**src/rtl/funct_generator_pkg.sv**
```systemverilog
// Shared types and helpers for the function generator amplitude path.
package funct_generator_pkg;

   typedef enum logic [1:0] {
      IDLE  = 2'd0,
      WRITE = 2'd1,
      RAMP  = 2'd2
   } amp_ctrl_state_e;

   function automatic logic [31:0] clamp_amp(input logic [31:0] value,
                                             input logic [31:0] lo,
                                             input logic [31:0] hi);
      if (value < lo) return lo;
      if (value > hi) return hi;
      return value;
   endfunction

endpackage

```
**src/rtl/funct_generator_ramp_timer.sv**
```systemverilog
// Free-running 0..RAMP_DIV-1 divider for ramp pacing; tick is high in the wrap cycle.
// Synchronous clear has priority over enable; counting only while enabled.
module funct_generator_ramp_timer #(
   parameter int RAMP_DIV = 16
) (
   input  logic clk,
   input  logic rst,
   input  logic clr,
   input  logic en,
   output logic tick
);

   localparam int CW = (RAMP_DIV > 1) ? $clog2(RAMP_DIV) : 1;
   localparam logic [CW-1:0] LAST = CW'(RAMP_DIV - 1);

   logic [CW-1:0] cnt;

   assign tick = en && (cnt == LAST);

   always_ff @(posedge clk) begin
      if (!rst || clr) begin
         cnt <= '0;
      end else if (en) begin
         cnt <= tick ? '0 : cnt + 1'b1;
      end
   end

endmodule

```
**src/rtl/funct_generator_amp_ctrl.sv**
```systemverilog
// Arbitrates clear / host write or ramp / panel steps onto the amplitude register.
// All outputs registered; host writes ack one cycle after sampling, ramps ack on arrival.
module funct_generator_amp_ctrl #(
   parameter int                    DATA_WIDTH  = 8,
   parameter logic [DATA_WIDTH-1:0] RESET_VALUE = 8'h10,
   parameter logic [DATA_WIDTH-1:0] AMP_MIN     = 8'h00,
   parameter logic [DATA_WIDTH-1:0] AMP_MAX     = 8'hFF,
   parameter logic [DATA_WIDTH-1:0] STEP        = 8'h01,
   parameter int                    RAMP_DIV    = 16
) (
   input  logic                  clk,
   input  logic                  rst,
   input  logic                  clr_req,
   input  logic                  host_req,
   input  logic [DATA_WIDTH-1:0] host_val,
   input  logic                  host_ramp,
   output logic                  host_ack,
   input  logic                  inc_p,
   input  logic                  dec_p,
   output logic                  busy,
   output logic [DATA_WIDTH-1:0] amp_q,
   output logic                  reg_enh,
   output logic                  reg_clrh,
   output logic [DATA_WIDTH-1:0] reg_d
);

   import funct_generator_pkg::*;

   localparam logic [DATA_WIDTH:0] DEC_FLOOR = {1'b0, AMP_MIN} + {1'b0, STEP};

   amp_ctrl_state_e       state, state_n;
   logic [DATA_WIDTH-1:0] amp_n, reg_d_n, target, target_n;
   logic [DATA_WIDTH-1:0] host_clamped, inc_val, dec_val, ramp_val;
   logic [DATA_WIDTH:0]   up_sum;
   logic                  enh_n, clrh_n, ack_n, ramp_start, tick;
   logic                  inc_pend, dec_pend, inc_n, dec_n;

   funct_generator_ramp_timer #(.RAMP_DIV(RAMP_DIV)) u_ramp_timer (
      .clk  (clk),
      .rst  (rst),
      .clr  (ramp_start),
      .en   (state == RAMP),
      .tick (tick)
   );

   // Step arithmetic is one bit wider so saturation never sees a wrapped value.
   assign up_sum       = {1'b0, amp_q} + {1'b0, STEP};
   assign host_clamped = DATA_WIDTH'(clamp_amp(32'(host_val), 32'(AMP_MIN), 32'(AMP_MAX)));
   assign inc_val      = (up_sum > {1'b0, AMP_MAX}) ? AMP_MAX : up_sum[DATA_WIDTH-1:0];
   assign dec_val      = ({1'b0, amp_q} >= DEC_FLOOR) ? amp_q - STEP : AMP_MIN;

   always_comb begin
      ramp_val = target;
      if (target > amp_q) begin
         if (up_sum < {1'b0, target}) ramp_val = up_sum[DATA_WIDTH-1:0];
      end else if ({1'b0, amp_q} > {1'b0, target} + {1'b0, STEP}) begin
         ramp_val = amp_q - STEP;
      end
   end

   always_comb begin
      state_n    = state;
      amp_n      = amp_q;
      reg_d_n    = reg_d;
      target_n   = target;
      enh_n      = 1'b0;
      clrh_n     = 1'b0;
      ack_n      = 1'b0;
      ramp_start = 1'b0;
      inc_n      = inc_pend;
      dec_n      = dec_pend;
      case (state)
         IDLE: begin
            if (clr_req) begin
               clrh_n = 1'b1;
               amp_n  = RESET_VALUE;
               inc_n  = 1'b0;
               dec_n  = 1'b0;
            end else begin
               if (host_req && !host_ramp) begin
                  reg_d_n = host_clamped;
                  amp_n   = host_clamped;
                  enh_n   = 1'b1;
                  ack_n   = 1'b1;
                  state_n = WRITE;
               end else if (host_req) begin
                  target_n   = host_clamped;
                  ramp_start = 1'b1;
                  state_n    = RAMP;
               end else if (inc_pend && dec_pend) begin
                  inc_n = 1'b0;
                  dec_n = 1'b0;
               end else if (inc_pend) begin
                  inc_n = 1'b0;
                  if (inc_val != amp_q) begin
                     enh_n   = 1'b1;
                     reg_d_n = inc_val;
                     amp_n   = inc_val;
                  end
               end else if (dec_pend) begin
                  dec_n = 1'b0;
                  if (dec_val != amp_q) begin
                     enh_n   = 1'b1;
                     reg_d_n = dec_val;
                     amp_n   = dec_val;
                  end
               end
               inc_n = inc_n | inc_p;
               dec_n = dec_n | dec_p;
            end
         end
         WRITE: begin
            state_n = IDLE;
            if (clr_req) begin
               clrh_n = 1'b1;
               amp_n  = RESET_VALUE;
               inc_n  = 1'b0;
               dec_n  = 1'b0;
            end else begin
               inc_n = inc_pend | inc_p;
               dec_n = dec_pend | dec_p;
            end
         end
         RAMP: begin
            if (clr_req) begin
               clrh_n  = 1'b1;
               amp_n   = RESET_VALUE;
               ack_n   = 1'b1;
               state_n = IDLE;
            end else if (amp_q == target) begin
               ack_n   = 1'b1;
               state_n = IDLE;
            end else if (tick) begin
               enh_n   = 1'b1;
               reg_d_n = ramp_val;
               amp_n   = ramp_val;
               if (ramp_val == target) begin
                  ack_n   = 1'b1;
                  state_n = IDLE;
               end
            end
         end
         default: state_n = IDLE;
      endcase
   end

   always_ff @(posedge clk) begin
      if (!rst) begin
         state    <= IDLE;
         amp_q    <= RESET_VALUE;
         reg_d    <= RESET_VALUE;
         target   <= RESET_VALUE;
         reg_clrh <= 1'b1;
         reg_enh  <= 1'b0;
         host_ack <= 1'b0;
         busy     <= 1'b0;
         inc_pend <= 1'b0;
         dec_pend <= 1'b0;
      end else begin
         state    <= state_n;
         amp_q    <= amp_n;
         reg_d    <= reg_d_n;
         target   <= target_n;
         reg_clrh <= clrh_n;
         reg_enh  <= enh_n;
         host_ack <= ack_n;
         busy     <= (state_n == RAMP);
         inc_pend <= inc_n;
         dec_pend <= dec_n;
      end
   end

endmodule

```
**config.mk**
```make
export PLATFORM = sky130hd
export DESIGN_NAME = funct_generator_amp_ctrl
export DESIGN_NICKNAME = d
export VERILOG_FILES = /design/src/rtl/funct_generator_pkg.sv /design/src/rtl/funct_generator_ramp_timer.sv /design/src/rtl/funct_generator_amp_ctrl.sv
export SDC_FILE = /design/constraint.sdc
export NUM_CORES = 1
export LEC_CHECK = 0
export BUFFER_PORTS_ARGS = -buffer_cell sky130_fd_sc_hd__buf_2
export CAP_MARGIN = 20
export CORE_UTILIZATION = 25
export CTS_BUF_LIST = sky130_fd_sc_hd__clkbuf_16
export CTS_CLUSTER_DIAMETER = 100
export CTS_CLUSTER_SIZE = 25
export DETAILED_ROUTE_END_ITERATION = 10
export PLACE_DENSITY_LB_ADDON = 0.25
export REMOVE_ABC_BUFFERS = 1
export SLEW_MARGIN = 20
export SYNTH_ARGS = -nofsm -noshare
export SYNTH_HDL_FRONTEND = slang
export SYNTH_SLANG_ARGS = --single-unit
```
**constraint.sdc**
```tcl
create_clock -name clk -period 3.9 [get_ports clk]
set_clock_uncertainty 0.05 [all_clocks]
set_input_delay 0.195 -clock clk [delete_from_list [all_inputs] [get_ports clk]]
set_output_delay 0.195 -clock clk [all_outputs]
set_load 0.05 [all_outputs]
```
* After elaboration in Yosys (flattened, before gate mapping)
Cells that the tools add are included.
** Cells by class
- Magnitude comparators :: 5
- Mux-type cells :: 71
- Bitwise gates (word level) :: 6
- Equality and inequality tests :: 25
- Add/sub/neg operators :: 4
- Reductions and logical operators :: 14
- Div/mod/pow operators :: 0
- Multipliers :: 0
- Shift operators :: 0
** Operators with widths (count)
- $mux W8 :: 19
- $mux W1 :: 37
- $pmux W8 S3 :: 1
- $ne A4 B4 Y1 const B :: 5
- $add A8 B1 Y9 const B :: 2
- $eq A8 B8 Y1 :: 2
- $ne A8 B8 Y1 :: 2
- $pmux W8 S2 :: 1
- $ne A5 B5 Y1 const B :: 3
- $mux W2 :: 7
- $ne A3 B3 Y1 const B :: 4
- $ne A2 B2 Y1 const B :: 5
- $reduce_and A10 Y1 :: 1
- $gt A8 B9 Y1 :: 1
- $gt A9 B8 Y1 const B :: 1
- $lt A9 B8 Y1 :: 1
- $reduce_and A9 Y1 :: 1
- $ge A8 B1 Y1 const B :: 1
- $gt A8 B8 Y1 :: 1
- $pmux W1 S2 :: 4
- $sub A8 B1 Y8 const B :: 1
- $add A4 B1 Y4 const B :: 1
- $eq A2 B2 Y1 const B :: 2
- $eq A4 B4 Y1 const B :: 1
- 13 further kinds :: 21
** Storage, ports and cells
- Latch bits :: 0
- Memories :: 0
- Output and inout port bits :: 20
- Register bits after elaboration :: 36
- Bits in read-only memories :: 0
- Bits in writable memories :: 0

* Depth between registers and ports, before layout
- Word-level depth :: 11
- Depth in mapped cells :: 17

* Cells and area by module
Synthesis repeated with hierarchy kept, for this count alone.
** Second synthesis, totals
- Cell total of the unflattened synthesis :: 431
- Area, all modules :: 3338.2 µm²
** Modules (own cells, without submodules)
- funct_generator_amp_ctrl :: sequential area each 640.6 µm², instances 1, cells each 410, area each 3148.0 µm²
- funct_generator_ramp_timer :: sequential area each 80.1 µm², instances 1, cells each 21, area each 190.2 µm²

* Least setup slack after synthesis
OpenSTA, ideal clock, no wires.
- Path kind :: register -> register
- Start point :: register amp_q[1]
- End point :: register busy
- Cell stages (with the launch flop) :: 17
- Data arrival time :: 3.970 ns
- Setup slack :: -0.190 ns
- Required time :: 3.780 ns
- Path through :: dfxtp_1 -> ha_1 -> nand3_1 -> nor2_1 -> xnor2_1 -> inv_1 -> ha_1 -> a211o_1 -> nor2_1 -> nor3_1 -> a211o_1 -> mux2i_2 -> nand2_1 -> nand4_1 -> a211oi_2 -> or3_1 -> a21oi_1
** Between the ends
- Word-level cells in the longest chain between the ends :: 11
** Ends and longest elaborated chain
- start: declaration :: line funct_generator_amp_ctrl.sv:21 : output logic [DATA_WIDTH-1:0] amp_q,
- start signal: assignment :: line funct_generator_amp_ctrl.sv:161 : amp_q <= amp_n;
- $add A8 B1 Y9 :: line funct_generator_amp_ctrl.sv:47 : assign up_sum = {1'b0, amp_q} + {1'b0, STEP};
- $lt A9 B8 Y1 :: line funct_generator_amp_ctrl.sv:55 : if (up_sum < {1'b0, target}) ramp_val = up_sum[DATA_WIDTH-1:0];
- $mux W8 :: line funct_generator_amp_ctrl.sv:55
- $mux W8 :: line funct_generator_amp_ctrl.sv:54 : if (target > amp_q) begin
- $eq A8 B8 Y1 :: line funct_generator_amp_ctrl.sv:137 : if (ramp_val == target) begin
- $mux W2 :: line funct_generator_amp_ctrl.sv:137
- $mux W2 :: line funct_generator_amp_ctrl.sv:133 : end else if (tick) begin
- $mux W2 * :: line funct_generator_amp_ctrl.sv:130 : end else if (amp_q == target) begin
- $mux W2 * :: line funct_generator_amp_ctrl.sv:125 : if (clr_req) begin
- $pmux W2 S2 * :: line funct_generator_amp_ctrl.sv:72 : case (state)
- $eq A2 B2 Y1 * :: line funct_generator_amp_ctrl.sv:167 : busy <= (state_n == RAMP);
- end signal: assignment :: line funct_generator_amp_ctrl.sv:167
- end: declaration :: line funct_generator_amp_ctrl.sv:20 : output logic busy,
Mark *: on every way between the ends. The rest lies on a longest branch, timed or not.
A chain may end at the register's enable or synchronous reset.

* Worst setup path in the final report
- Start point :: register amp_q[0]
- End point :: register busy
Same word-level chain as after synthesis.

==> qor.yml <==
floorplanning:
  initial_core_util_pct: 25.6
  die_w_um: 116
  ios: 35
  core_um2: 12600
  die_h_um: 116
  rows: 41
  die_area_um2: 13300
worst_setup_path:
  r2r_start: "amp_q[0]"
  critPathCaptureType: "register"
  worstRegToRegCells: 17
  crit_required_ns: 4.06
  start_kind: "register"
  cp.arrival_ns: 3.81
  crit_type: "register to register"
  r2r-end: "busy"
  ff2ff_setup_slack_ns: 0.25
  path_max_fanout: 14
  startpoint: "amp_q[0]"
layout:
  fin_cells: 649
  finalInstanceArea_um2: 3910
  n_fill_cell: 1365
  fin_util_pct: 31.1
  drive_gt1_share_pct: 18.2
  syn2layout_area_growth_pct: 21.2
  antennaDiodeCount: 0
  nNetsFinal: 525
grt:
  grt_first_pass_wirelength_um: 17300
  grt_max_degree: 34
  grt_overflow: 0
  antenna_found_initial: 0
  grt.total_usage_pct: 17.2
  grt_pass1_vias: 3077
timing:
  tightest_slew_ns: 0.736
  fin_hold_ws_ns: 0.146
  fin_ws_ns: 0.252
  setup_viol: 0
  max_slew_margin_pct: 50.9
  period_needed_ns: 3.65
  fmax_mhz: 274
  slew_viol_final: 0
  rsz0062_at_grt: "no"
  min_period_over_period_pct: 93.5
  hold_viol: 0
detailed_routing:
  wl_um: 11300
  drt_iter0_drc: 302
  drc: 0
  drt_first_pass_iters: 5
  route.detailed.wl_per_inst_um: 17.4
  ant_nets: 0
  vias: 3373
  detail_route.vias_per_cell: 5.20
synth:
  synthAdderAreaFrac_pct: 13.2
  synth_area_um2: 3220
  synth_ff_type: "dfxtp_1"
  synth_most_common_cell: "nand2_1"
  ys_ff_latch: 36
  synth_edf_count: 0
  yosys-top-cells-count: "nand2_1 (41), dfxtp_1 (36), ha_1 (34)"
  synth.distinct_cells: 59
  synth_top_family_by_area: "compound AO/OA/AOI/OAI gates"
  synthXorXnorAreaFrac_pct: 7.61
  synthSimpleGateAreaFrac_pct: 23.4
  yosys_warnings: 0
  synth.area.top_cells: "dfxtp_1 (22%), ha_1 (13%), xnor2_1 (6.8%), nand2_1 (4.8%), o21ai_0 (4.5%)"
  synthCells: 426
  ys_seq_area_share_pct: 22.4
  avgSynthCellArea_um2: 7.56
  synth_compound_area_share_pct: 24.1
  synth_top_area_share_pct: 22.4
  synth.area.mux_share_pct: 2.95
  synthArstFlopShare_pct: 0
  synth_top_area_cell: "dfxtp_1"
pwr:
  pwr_density_cell_nw_per_um2: 413
  vdd_drop_max_uv: 194
  p_leak_nw: 1.59
worst_hold_path:
  hold_path_end: "target[4]"
  whs_path_depth: 3
  hp-class: "input pin to register"
  min_from: "host_val[4]"
cts:
  clk_pin_slew_ns: 0.06
  cts-buffers-inserted: 5
  clk_latency_ns: 0.29
  cts.path.max_buffers: 2
  cts_sinks: 36
  hold_buffers: 0
  clockRootBuffer: "clkbuf_16"
  cts_tree: "yes"
  ctsHtreeMaxLevel: 2
placement:
  dp_cells: 641
  placed_cell_area_um2: 3760
  place_ws_ns: 0.135
  gp_congestion: 0.909
  detailed_place_hpwl_um: 8920
  port_buffers: 34
job:
  cap_violations: 0
status:
  outcome: "finished, final reports clean"
[cell usage in the layout, fill, tap and decap left out, types with 4 or more instances in the layout]
cell type and n:
a211oi_1 5, a21boi_0 7, a21oi_1 26, a22oi_1 9, a31oi_1 4, and3_1 5, buf_2 34, buf_4 31
clkbuf_16 5, dfxtp_1 35, ha_1 34, inv_1 28, mux2i_1 7, nand2_1 41, nand3_1 15, nand4_1 8
nor2_1 29, nor2b_1 11, nor3_1 23, o211ai_1 5, o21ai_0 29, o22ai_1 4, xnor2_1 25
[layout make-up]
cell class	instances	area (um^2)	area share [%]
clock inverter	3	17.5	0.448
sequential	36	722	18.5
tap	172	215	5.51
inverter	28	105	2.69
multi-input combinational	339	2300	58.8
clock buffer	5	125	3.20
timing repair buffer	66	423	10.8
[registers in the layout, indices dropped and copies added, names as in the netlist]
signal	flops
inc_pend	1
target	8
u_ramp_timer.cnt	4
busy	1
reg_enh	1
amp_q	8
dec_pend	1
reg_clrh	1
host_ack	1
state	2
reg_d	8
[worst max path at each step]
stage	end	slack [ns]	cells after the start
after detailed placement	state[0]	0.13	15
after global routing	amp_q[7]	0.01	17
after floorplan	busy	-0.30	16
after global placement	state[0]	0.21	15
final	busy	0.25	17
after CTS	state[0]	0.12	15
[through the flow]
stage	power, mW	setup TNS [ns]
floorplan	0.949	-2.33
global placement	1.22	0
detailed placement	1.22	0
CTS	1.62	0
global route	1.70	0
finish	1.61	0
[logic make-up after synthesis]
logic type / after synthesis
and+or+nand+nor: 153
AOI/OAI and AO/OA: 115
buffers and inverters: 51
DFF: 36
adders and majority gates: 34
xor gates and xnor gates: 28
muxes: 9
[worst max-delay path, stage by stage, from the launching register on]
cell and delay, ns:
dfxtp_1 0.34, buf_4 0.25, nand2_1 0.12, nor3_1 0.26, xnor2_1 0.19, inv_1 0.11
ha_1 0.21, a211o_1 0.29, nor2_1 0.09, o21ai_0 0.10, a211o_1 0.33, buf_4 0.16
nor3_1 0.16, a21oi_1 0.09, o2bb2ai_2 0.17, a211oi_2 0.08, or3_1 0.41, a21oi_1 0.17
[layer usage]
layer	vias to the layer above	wire (um)	track usage, %
li1	1627	-	-
met3	24	595	2.25
met4	0	243	5.19
met5	-	0	0
met2	124	5020	27.3
met1	1598	5430	24.1
[report_power, final]
part | internal [mW] | switching [mW]
registers | 0.393 | 0.0241
logic | 0.318 | 0.482
clock network | 0.236 | 0.161
total | 0.947 | 0.667
[timing repair]
action	4_1_cts	5_1_grt
gates resized for setup	0	3
endpoints found under the setup margin	0	11
setup buffers	0	0
Power figures use the tool's default switching activity.
